<file path="config.mk">
export PLATFORM = sky130hd
export DESIGN_NAME = nacifra_scan_display
export DESIGN_NICKNAME = d
export VERILOG_FILES = /design/src/rtl/nacifra_pkg.sv /design/src/rtl/nacifra_johnson_dec.sv /design/src/rtl/nacifra_scan_display.sv
export SDC_FILE = /design/constraint.sdc
export NUM_CORES = 1
export LEC_CHECK = 0
export CELL_PAD_IN_SITES_DETAIL_PLACEMENT = 0
export CELL_PAD_IN_SITES_GLOBAL_PLACEMENT = 1
export CORE_AREA = 4 4 81 83
export CTS_BUF_LIST = sky130_fd_sc_hd__clkbuf_8
export DETAILED_ROUTE_END_ITERATION = 12
export DIE_AREA = 0 0 85 87
export DONT_BUFFER_PORTS = 1
export PLACE_DENSITY_LB_ADDON = 0.15
export SLEW_MARGIN = 15
export SYNTH_ARGS = -nofsm -noshare
export SYNTH_HDL_FRONTEND = slang
export SYNTH_SLANG_ARGS = --single-unit
export TNS_END_PERCENT = 20
</file>
<file path="constraint.sdc">
create_clock -name clk -period 6.1 [get_ports clk]
set_clock_uncertainty 0.2 [all_clocks]
set_input_delay 0.61 -clock clk [delete_from_list [all_inputs] [get_ports clk]]
set_output_delay 0.61 -clock clk [all_outputs]
set_load 0.005 [all_outputs]
</file>
<file path="src/rtl/nacifra_pkg.sv">
// Shared definitions for the nacifra scan display: digit value type and
// active-low seven-segment glyphs ordered {g,f,e,d,c,b,a}.
package nacifra_pkg;

  typedef logic [3:0] digit_val_t;

  localparam logic [6:0] GLYPH_0     = 7'b1000000;
  localparam logic [6:0] GLYPH_1     = 7'b1111001;
  localparam logic [6:0] GLYPH_2     = 7'b0100100;
  localparam logic [6:0] GLYPH_3     = 7'b0110000;
  localparam logic [6:0] GLYPH_4     = 7'b0011001;
  localparam logic [6:0] GLYPH_5     = 7'b0010010;
  localparam logic [6:0] GLYPH_6     = 7'b0000010;
  localparam logic [6:0] GLYPH_7     = 7'b1111000;
  localparam logic [6:0] GLYPH_8     = 7'b0000000;
  localparam logic [6:0] GLYPH_9     = 7'b0010000;
  localparam logic [6:0] GLYPH_A     = 7'b0001000;
  localparam logic [6:0] GLYPH_B     = 7'b0000011;
  localparam logic [6:0] GLYPH_C     = 7'b1000110;
  localparam logic [6:0] GLYPH_D     = 7'b0100001;
  localparam logic [6:0] GLYPH_E     = 7'b0000110;
  localparam logic [6:0] GLYPH_F     = 7'b0001110;
  localparam logic [6:0] GLYPH_BLANK = 7'b1111111;
  localparam logic [6:0] GLYPH_ERR   = 7'b0000110;

  function automatic logic [6:0] glyph(input digit_val_t v);
    logic [6:0] g;
    case (v)
      4'h0:    g = GLYPH_0;
      4'h1:    g = GLYPH_1;
      4'h2:    g = GLYPH_2;
      4'h3:    g = GLYPH_3;
      4'h4:    g = GLYPH_4;
      4'h5:    g = GLYPH_5;
      4'h6:    g = GLYPH_6;
      4'h7:    g = GLYPH_7;
      4'h8:    g = GLYPH_8;
      4'h9:    g = GLYPH_9;
      4'hA:    g = GLYPH_A;
      4'hB:    g = GLYPH_B;
      4'hC:    g = GLYPH_C;
      4'hD:    g = GLYPH_D;
      4'hE:    g = GLYPH_E;
      default: g = GLYPH_F;
    endcase
    return g;
  endfunction

endpackage

</file>
<file path="src/rtl/nacifra_johnson_dec.sv">
// Combinational Johnson-code decoder: JW-bit code to value 0..2*JW-1 plus
// an invalid flag for codes that are not a single run of ones.
module nacifra_johnson_dec
  import nacifra_pkg::*;
#(
  parameter int JW = 5
) (
  input  logic [JW-1:0] code,
  output digit_val_t    value,
  output logic          invalid
);

  logic [3:0] w_ones;
  logic [3:0] w_trans;

  // A legal Johnson state has at most one 0/1 boundary; ones anchored at the
  // MSB count up, ones left at the LSB count down from 2*JW.
  always_comb begin
    w_ones  = '0;
    w_trans = '0;
    for (int i = 0; i < JW; i++) begin
      w_ones = w_ones + 4'(code[i]);
    end
    for (int i = 0; i < JW - 1; i++) begin
      w_trans = w_trans + 4'(code[i] ^ code[i+1]);
    end
    invalid = (w_trans > 4'd1);
    if (code[JW-1] || (w_ones == 4'd0)) begin
      value = w_ones;
    end else begin
      value = digit_val_t'(2 * JW) - w_ones;
    end
  end

endmodule

</file>
<file path="src/rtl/nacifra_scan_display.sv">
// Multiplexed Johnson-code display scanner with anti-ghost gap and blanking.
// Optional leading-zero blanking is enabled by defining NACIFRA_LZB_EN.
module nacifra_scan_display
  import nacifra_pkg::*;
#(
  parameter int N_DIGITS = 4,
  parameter int JW       = 5,
  parameter int SCAN_DIV = 50000
) (
  input  logic                   clk,
  input  logic                   rst_n,
  input  logic [N_DIGITS*JW-1:0] codes,
  input  logic                   load,
  input  logic                   blank,
  output logic [6:0]             seg,
  output logic [N_DIGITS-1:0]    an,
  output logic                   err
);

  localparam int CW = $clog2(SCAN_DIV);
  localparam int IW = (N_DIGITS > 1) ? $clog2(N_DIGITS) : 1;

  logic [N_DIGITS*JW-1:0] r_shadow;
  logic [CW-1:0]          r_cnt;
  logic [IW-1:0]          r_idx;
  logic                   r_run;

  logic                w_adv;
  logic [IW-1:0]       w_idx_nxt;
  logic [JW-1:0]       w_code;
  digit_val_t          w_dig_val;
  logic                w_dig_inv;
  logic [6:0]          w_glyph;
  logic [6:0]          w_seg;
  logic                w_err;
  logic [N_DIGITS-1:0] w_an_on;

  function automatic logic f_invalid(input logic [JW-1:0] c);
    int t;
    t = 0;
    for (int i = 0; i < JW - 1; i++) begin
      t = t + int'(c[i] ^ c[i+1]);
    end
    return (t > 1);
  endfunction

  assign w_adv     = r_run && (r_cnt == CW'(SCAN_DIV - 1));
  assign w_idx_nxt = !w_adv ? r_idx :
                     (r_idx == IW'(N_DIGITS - 1)) ? '0 : r_idx + IW'(1);

  // seg follows the upcoming digit so it is settled during the dark gap cycle.
  assign w_code  = r_shadow[int'(w_idx_nxt)*JW +: JW];
  assign w_an_on = ~(N_DIGITS'(1) << r_idx);

  nacifra_johnson_dec #(.JW(JW)) u_dec (
    .code    (w_code),
    .value   (w_dig_val),
    .invalid (w_dig_inv)
  );

  assign w_glyph = w_dig_inv ? GLYPH_ERR : glyph(w_dig_val);

`ifdef NACIFRA_LZB_EN
  logic w_lz_cur;

  // A digit is a leading zero when it and every digit above it hold code zero.
  always_comb begin
    logic w_zrun;
    w_zrun   = 1'b1;
    w_lz_cur = 1'b0;
    for (int i = N_DIGITS - 1; i > 0; i--) begin
      w_zrun = w_zrun && (r_shadow[i*JW +: JW] == '0);
      if (IW'(i) == w_idx_nxt) begin
        w_lz_cur = w_zrun;
      end
    end
  end

  assign w_seg = w_lz_cur ? GLYPH_BLANK : w_glyph;
`else
  assign w_seg = w_glyph;
`endif

  always_comb begin
    w_err = 1'b0;
    for (int i = 0; i < N_DIGITS; i++) begin
      if (f_invalid(r_shadow[i*JW +: JW])) begin
        w_err = 1'b1;
      end
    end
  end

  // r_run stays low for the first edge after reset: that edge acts as the
  // gap cycle of digit 0 and ignores any load.
  always_ff @(posedge clk or negedge rst_n) begin
    if (!rst_n) begin
      r_shadow <= '0;
      r_cnt    <= '0;
      r_idx    <= '0;
      r_run    <= 1'b0;
      seg      <= GLYPH_BLANK;
      an       <= '1;
      err      <= 1'b0;
    end else begin
      r_run <= 1'b1;
      if (r_run) begin
        if (load) begin
          r_shadow <= codes;
        end
        r_cnt <= w_adv ? '0 : r_cnt + CW'(1);
        r_idx <= w_idx_nxt;
      end
      seg <= w_seg;
      an  <= (!r_run || w_adv || blank) ? '1 : w_an_on;
      err <= w_err;
    end
  end

endmodule
</file>
### Word-level counts from Yosys, hierarchy flattened

Memory sizes are Yosys's and may differ from the RTL's.
Cells that the tools add are included.

| word-level totals | value |
|---|---|
| register bits | 51 |
| latch bits | 0 |
| bits in writable memories | 0 |
| ROM bits | 112 |
| bits of input ports | 24 |
| word-level logic and storage cells | 78 |
| memories kept | 1 |

Memories:

| memory | words | bits a word | read ports | clocked after Yosys merged registers in | wr ports | RTL line | text |
|---|---|---|---|---|---|---|---|
| (name not given) | 16 | 7 | 1 | 0 | 0 | nacifra_pkg.sv:28 | `case (v)` |

| cells by class | value |
|---|---|
| $add $sub $neg | 22 |
| multiply operators | 1 |
| divide/modulo/power cells | 0 |
| order comparisons | 5 |
| eq/ne operators | 2 |
| shift operators | 2 |
| mux-type cells | 10 |
| bitwise logic cells | 21 |
| reductions and logical operators | 7 |

Operators with widths:

| operator | count |
|---|---|
| $gt 4x1->1 const B | 5 |
| $shiftx 20x6->5 | 1 |
| $xor 1x1->1 | 20 |
| $add 16x1->16 const B | 1 |
| $add 3x1->4 | 4 |
| $eq 16x16->1 const B | 1 |
| $mux 16 | 1 |
| $add 2x1->3 | 4 |
| $add 4x1->4 | 3 |
| $add 4x4->4 | 3 |
| $add 1x1->2 | 5 |
| $mux 4 | 2 |
| $mux 7 | 1 |
| $mul 2x3->5 const B | 1 |
| $logic_not 4->1 | 1 |
| $mux 1 | 4 |
| $mux 2 | 2 |
| $not 4->4 | 1 |
| $shl 1x2->4 const A | 1 |
| $sub 4x4->4 const A | 1 |
| $logic_or 1x1->1 | 3 |
| $add 2x1->2 const B | 1 |
| $eq 2x2->1 const B | 1 |
| $reduce_and 2->1 | 1 |
| other kinds (2) | 2 |

### Logic depth before layout (Yosys ltp)

An unclocked memory read counts as a cell.

| logic depth | value |
|---|---|
| word-level depth | 14 |
| mapped depth | 24 |

### Modules after synthesis

A second synthesis with hierarchy kept.

| unflattened totals | value |
|---|---|
| cells, all modules | 285 |
| area total of the unflattened synthesis | 3180.6 µm² |

By module, submodules not included:

| module | instances | cells an instance | area each (µm²) |
|---|---|---|---|
| nacifra_scan_display | 1 | 261 | 2971.6 |
| nacifra_johnson_dec | 1 | 24 | 209.0 |

### Least setup slack after synthesis

OpenSTA, ideal clock, no wires.

| path | value |
|---|---|
| path kind | register to register |
| start point | register r_cnt[0] |
| end point | register seg[3] |
| library setup time | 81 ps |
| arrival | 5244 ps |
| setup slack | 575 ps |
| cell stages (with the launch flop) | 24 |
| clock period less this slack | 5525 ps |
| path through | dfrtp_1 -> ha_1 -> and4_4 -> and4_4 -> buf_12 -> mux2i_4 -> buf_4 -> inv_1 -> a211oi_1 -> a21oi_1 -> ha_1 -> inv_1 -> fa_1 -> inv_1 -> ha_1 -> fa_1 -> inv_1 -> ha_1 -> nor2b_1 -> nor2_1 -> a22oi_1 -> mux2i_1 -> ha_1 -> o221a_1 |

| on the way | value |
|---|---|
| longest elaborated chain between the ends | 14 |
| elaborated cells on any way between the ends | 23 |
| those cells by class | 8 x add/sub; 1 x mul; 1 x order compare; 1 x eq/ne; 1 x shift; 3 x mux; 4 x bitwise; 3 x reduce/logical; 1 x memory |

RTL lines:

| item | RTL line | text |
|---|---|---|
| from (decl) | nacifra_scan_display.sv:24 | `logic [CW-1:0] r_cnt;` |
| from (signal assigned) | nacifra_scan_display.sv:110 | `r_cnt <= w_adv ? '0 : r_cnt + CW'(1);` |
| $eq 16x16->1 * | nacifra_scan_display.sv:47 | `assign w_adv = r_run && (r_cnt == CW'(SCAN_DIV - 1));` |
| $logic_and 1x1->1 * | nacifra_scan_display.sv:47 |  |
| $mux 2 * | nacifra_scan_display.sv:48 | `assign w_idx_nxt = !w_adv ? r_idx :` |
| $mul 2x3->5 * | nacifra_scan_display.sv:52 | `assign w_code = r_shadow[int'(w_idx_nxt)*JW +: JW];` |
| $shiftx 20x6->5 * | nacifra_scan_display.sv:52 |  |
| branches (longest 8 deep; another with $mem_v2 16x7) | -- |  |
| $mux 7 * | nacifra_scan_display.sv:61 | `assign w_glyph = w_dig_inv ? GLYPH_ERR : glyph(w_dig_val);` |
| named net w_glyph[3] | nacifra_scan_display.sv:33 | `logic [6:0] w_glyph;` |
| to (signal assigned) | nacifra_scan_display.sv:113 | `seg <= w_seg;` |
| to (decl) | nacifra_scan_display.sv:15 | `output logic [6:0] seg,` |

Mark *: on every way through the listed nets, which the timed path passes.
A chain may end at the register's enable or synchronous reset.

### Worst setup path after layout

| path | value |
|---|---|
| start point | register r_cnt[0] |
| end point | register seg[2] |

The elaborated chain is that of the path after synthesis.

==> run summary <==
syn avg cell area -> 11.4 sq um
Max Root-Sink Buffers -> 2
worst hold path type -> in -> reg
chip width -> 85 um
Final Hold Viols -> 0
largest net degree at the start of global routing -> 52
synth top area cells -> dfrtp_1, dfstp_2, mux2_2
Max FO, Critical Path -> 8
synthesized netlist net count -> 312
CP Class -> reg -> reg
Worst setup SP type -> register
layout cells sized above 1 -> 0.230
max-slew violations -> 0
CP Cell Sequence -> ha_1, and4_4, and4_4, mux2i_4, buf_4, mux2i_1, a21oi_1, ha_1, inv_1, fa_1, inv_1, ha_1, fa_1, inv_1, ha_1, nor2b_1, nor2_1, a22oi_1, mux2i_2, ha_1, inv_1, o311ai_1
cells after synthesis -> 268
ys flop type -> dfrtp_1
area occupied by multi-input gates -> 1630 sq um
# diodes -> 0
first-pass detailed-route iteration total -> 4
P_leak -> 0.00144 uW
worst hold stages -> 1
post-route minimum period -> 5.73 ns
asr flop ratio synth -> 1.00
Max-Cap Viols -> 0
R2R setup slack -> 0.37 ns
grt total ovfl -> 0
CTS tree -> done
Routed WL -> 5.55 mm
Worst-Margin Slew -> 0.782 ns
total power -> 1170 uW
leading area contributor after synthesis -> dfrtp_1
# fillers -> 508
vias in the first global route -> 2029
synthesized area -> 3040 sq um
setup TNS -> 0 ns
Seq/Total Area, Yosys -> 0.424
Compound-Gate Fraction of Synth Area -> 0.0925
first-pass GRT wire length -> 9.77 mm
GPL Wtd Cong -> 0.808
synth unique cells -> 55
CP max-delay cell -> fa_1
Clock power frac -> 0.165
Largest stage delay, worst path -> 0.52 ns
fin crit share -> 0.939
DRC viols -> 0
row count -> 28
P_sw -> 455 uW
Num CTS Buffers -> 5
Most common cell on crit path -> ha_1
root buf cell -> clkbuf_8
Reg-to-Reg Start -> r_cnt[0]
CP delay by family, top -> adder cells
Syn-to-layout area delta -> 7.07%
Reg area -> 1290 sq um
worst endpoint required time -> 6.12 ns
maximum VDD drop -> 201 uV
DR vias -> 1954
Comb pwr share -> 0.434
H-Tree Depth -> 2
largest family of logic cells by synthesized area -> multiplexers
worst-skew pair later-pin latency -> 0.31 ns
initial antenna violation count -> 0
FF-to-FF End -> seg[2]
Final HPWL DP -> 4.22 mm
Die Y -> 87 um
XOR/XNOR share of the synthesized area -> 0.0777
internal cell power -> 717 uW
1st-iter DRT viols -> 61
cell count of the worst reg-to-reg path -> 22
Flop pwr share -> 0.400
Final setup viols -> 0
EDFF count, synth -> 0
fmax -> 0.175 GHz
switch share -> 0.388
Slew HR -> 0.478
Clock Sinks -> 51
die area -> 7400 sq um
CTS clk-pin slew, worst paths -> 0.10 ns
power per cell area -> 360 nW/um^2
start point of the worst min-delay path -> codes[19]
core area -> 5850 sq um
Vias/cell -> 5.54
Port Buffer Count -> 0
CP bufs+invs -> 5
RSZ-0062 raised after global routing -> no
Post-Synth Simple-Gate Area -> 0.117
wire per inst -> 15.7 um
Tot GR Track Use -> 0.166
area share of the largest cell type after synthesis -> 0.329
Final #Nets -> 321
Worst EP arrival -> 5.74 ns
commonest non-fill, non-tap cell in the layout -> dfrtp_1
Routed Antenna Nets -> 0
Yosys Warn Count -> 0
#FFs+latches synth -> 51
status -> finished, final reports clean
initial core utilization -> 0.520
CP endpoint kind -> register
Synth Area in Adders -> 0.0921
commonest non-fill, non-tap cells in the layout -> dfrtp_1, nand2_1, mux2_2
post-synthesis mux area share -> 0.153
worst hold endpoint -> r_shadow[19]
I/O pin count -> 36
-- what timing repair did --
| item | 4_1_cts | 5_1_grt |
|---|---|---|
| gates resized for setup | 0 | 1 |
| buffers inserted | 0 | 2 |
| setup endpoints to repair | 0 | 4 |
| endpoints found under the hold margin | 51 | 0 |
| hold buffers | 2 | 0 |
-- registers in the layout, summed over array words and instances, names as in the netlist --
name      cells
err           1
r_run         1
r_idx         2
r_cnt        16
r_shadow     20
seg           7
an            4
-- worst max-delay path by stage --
| stage | startpoint | end | slack, ns | cells past startpoint |
|---|---|---|---|---|
| after floorplan | r_cnt[0] | seg[3] | 0.58 | 23 |
| after global placement | r_cnt[0] | seg[2] | 0.43 | 22 |
| after detailed placement | r_cnt[0] | seg[2] | 0.23 | 22 |
| after CTS | r_cnt[0] | seg[2] | 0.23 | 22 |
| after global routing | r_cnt[0] | seg[2] | 0.01 | 22 |
| final | r_cnt[0] | seg[2] | 0.37 | 22 |
-- synthesized netlist by cell type (all sizes together), types with 6 or more instances --
cell type  count
dfrtp         40
nand2         23
mux2          22
inv           21
nor2          21
xor2          21
ha            16
mux2i         16
dfstp         11
a21oi          6
xnor2          6
-- cells by family (layout without fill, tap and decap cells) --
logic type	Yosys count	count (layout)
compound gates	36	36
xor+xnor	27	27
fa+ha+maj	20	20
buf+inv	26	36
flops	51	51
mux	38	38
other cells	1	1
simple gates	69	69
-- power groups by stage --
stage / clock [uW] / combinational [uW] / sequential (uW)
2_1_floorplan: 0 / 379 / 459
3_3_place_gp: 0 / 471 / 475
3_5_place_dp: 0 / 474 / 477
4_1_cts: 204 / 486 / 471
5_1_grt: 217 / 574 / 478
6_report: 194 / 509 / 469
-- per-stage QoR --
step	util	worst slack, ns	hold WS [ns]	cells	cell area (sq um)
5_1_grt	0.557	0.0107	0.222	353	3260
6_report	0.557	0.375	0.240	353	3260
3_3_place_gp	0.532	0.429	0.116	341	3110
3_5_place_dp	0.532	0.234	0.116	341	3110
4_1_cts	0.554	0.227	0.230	351	3240
2_1_floorplan	-	0.575	0.114	268	3040
-- cell type report --
| class | count | share of cell area |
|---|---|---|
| Clock buffer | 5 | 0.0211 |
| Clock inverter | 3 | 0.00614 |
| Inverter | 21 | 0.0257 |
| Multi-Input combinational cell | 191 | 0.499 |
| Sequential cell | 51 | 0.396 |
| Tap cell | 75 | 0.0288 |
| Timing Repair Buffer | 7 | 0.0230 |
-- metal layers --
layer,GRT usage,wire (um),vias up
li1,-,-,961
met1,0.217,2560,950
met2,0.273,2740,37
met3,0.0350,176,6
met4,0.0576,71,0
met5,0,0,-
Power figures use the tool's default switching activity.
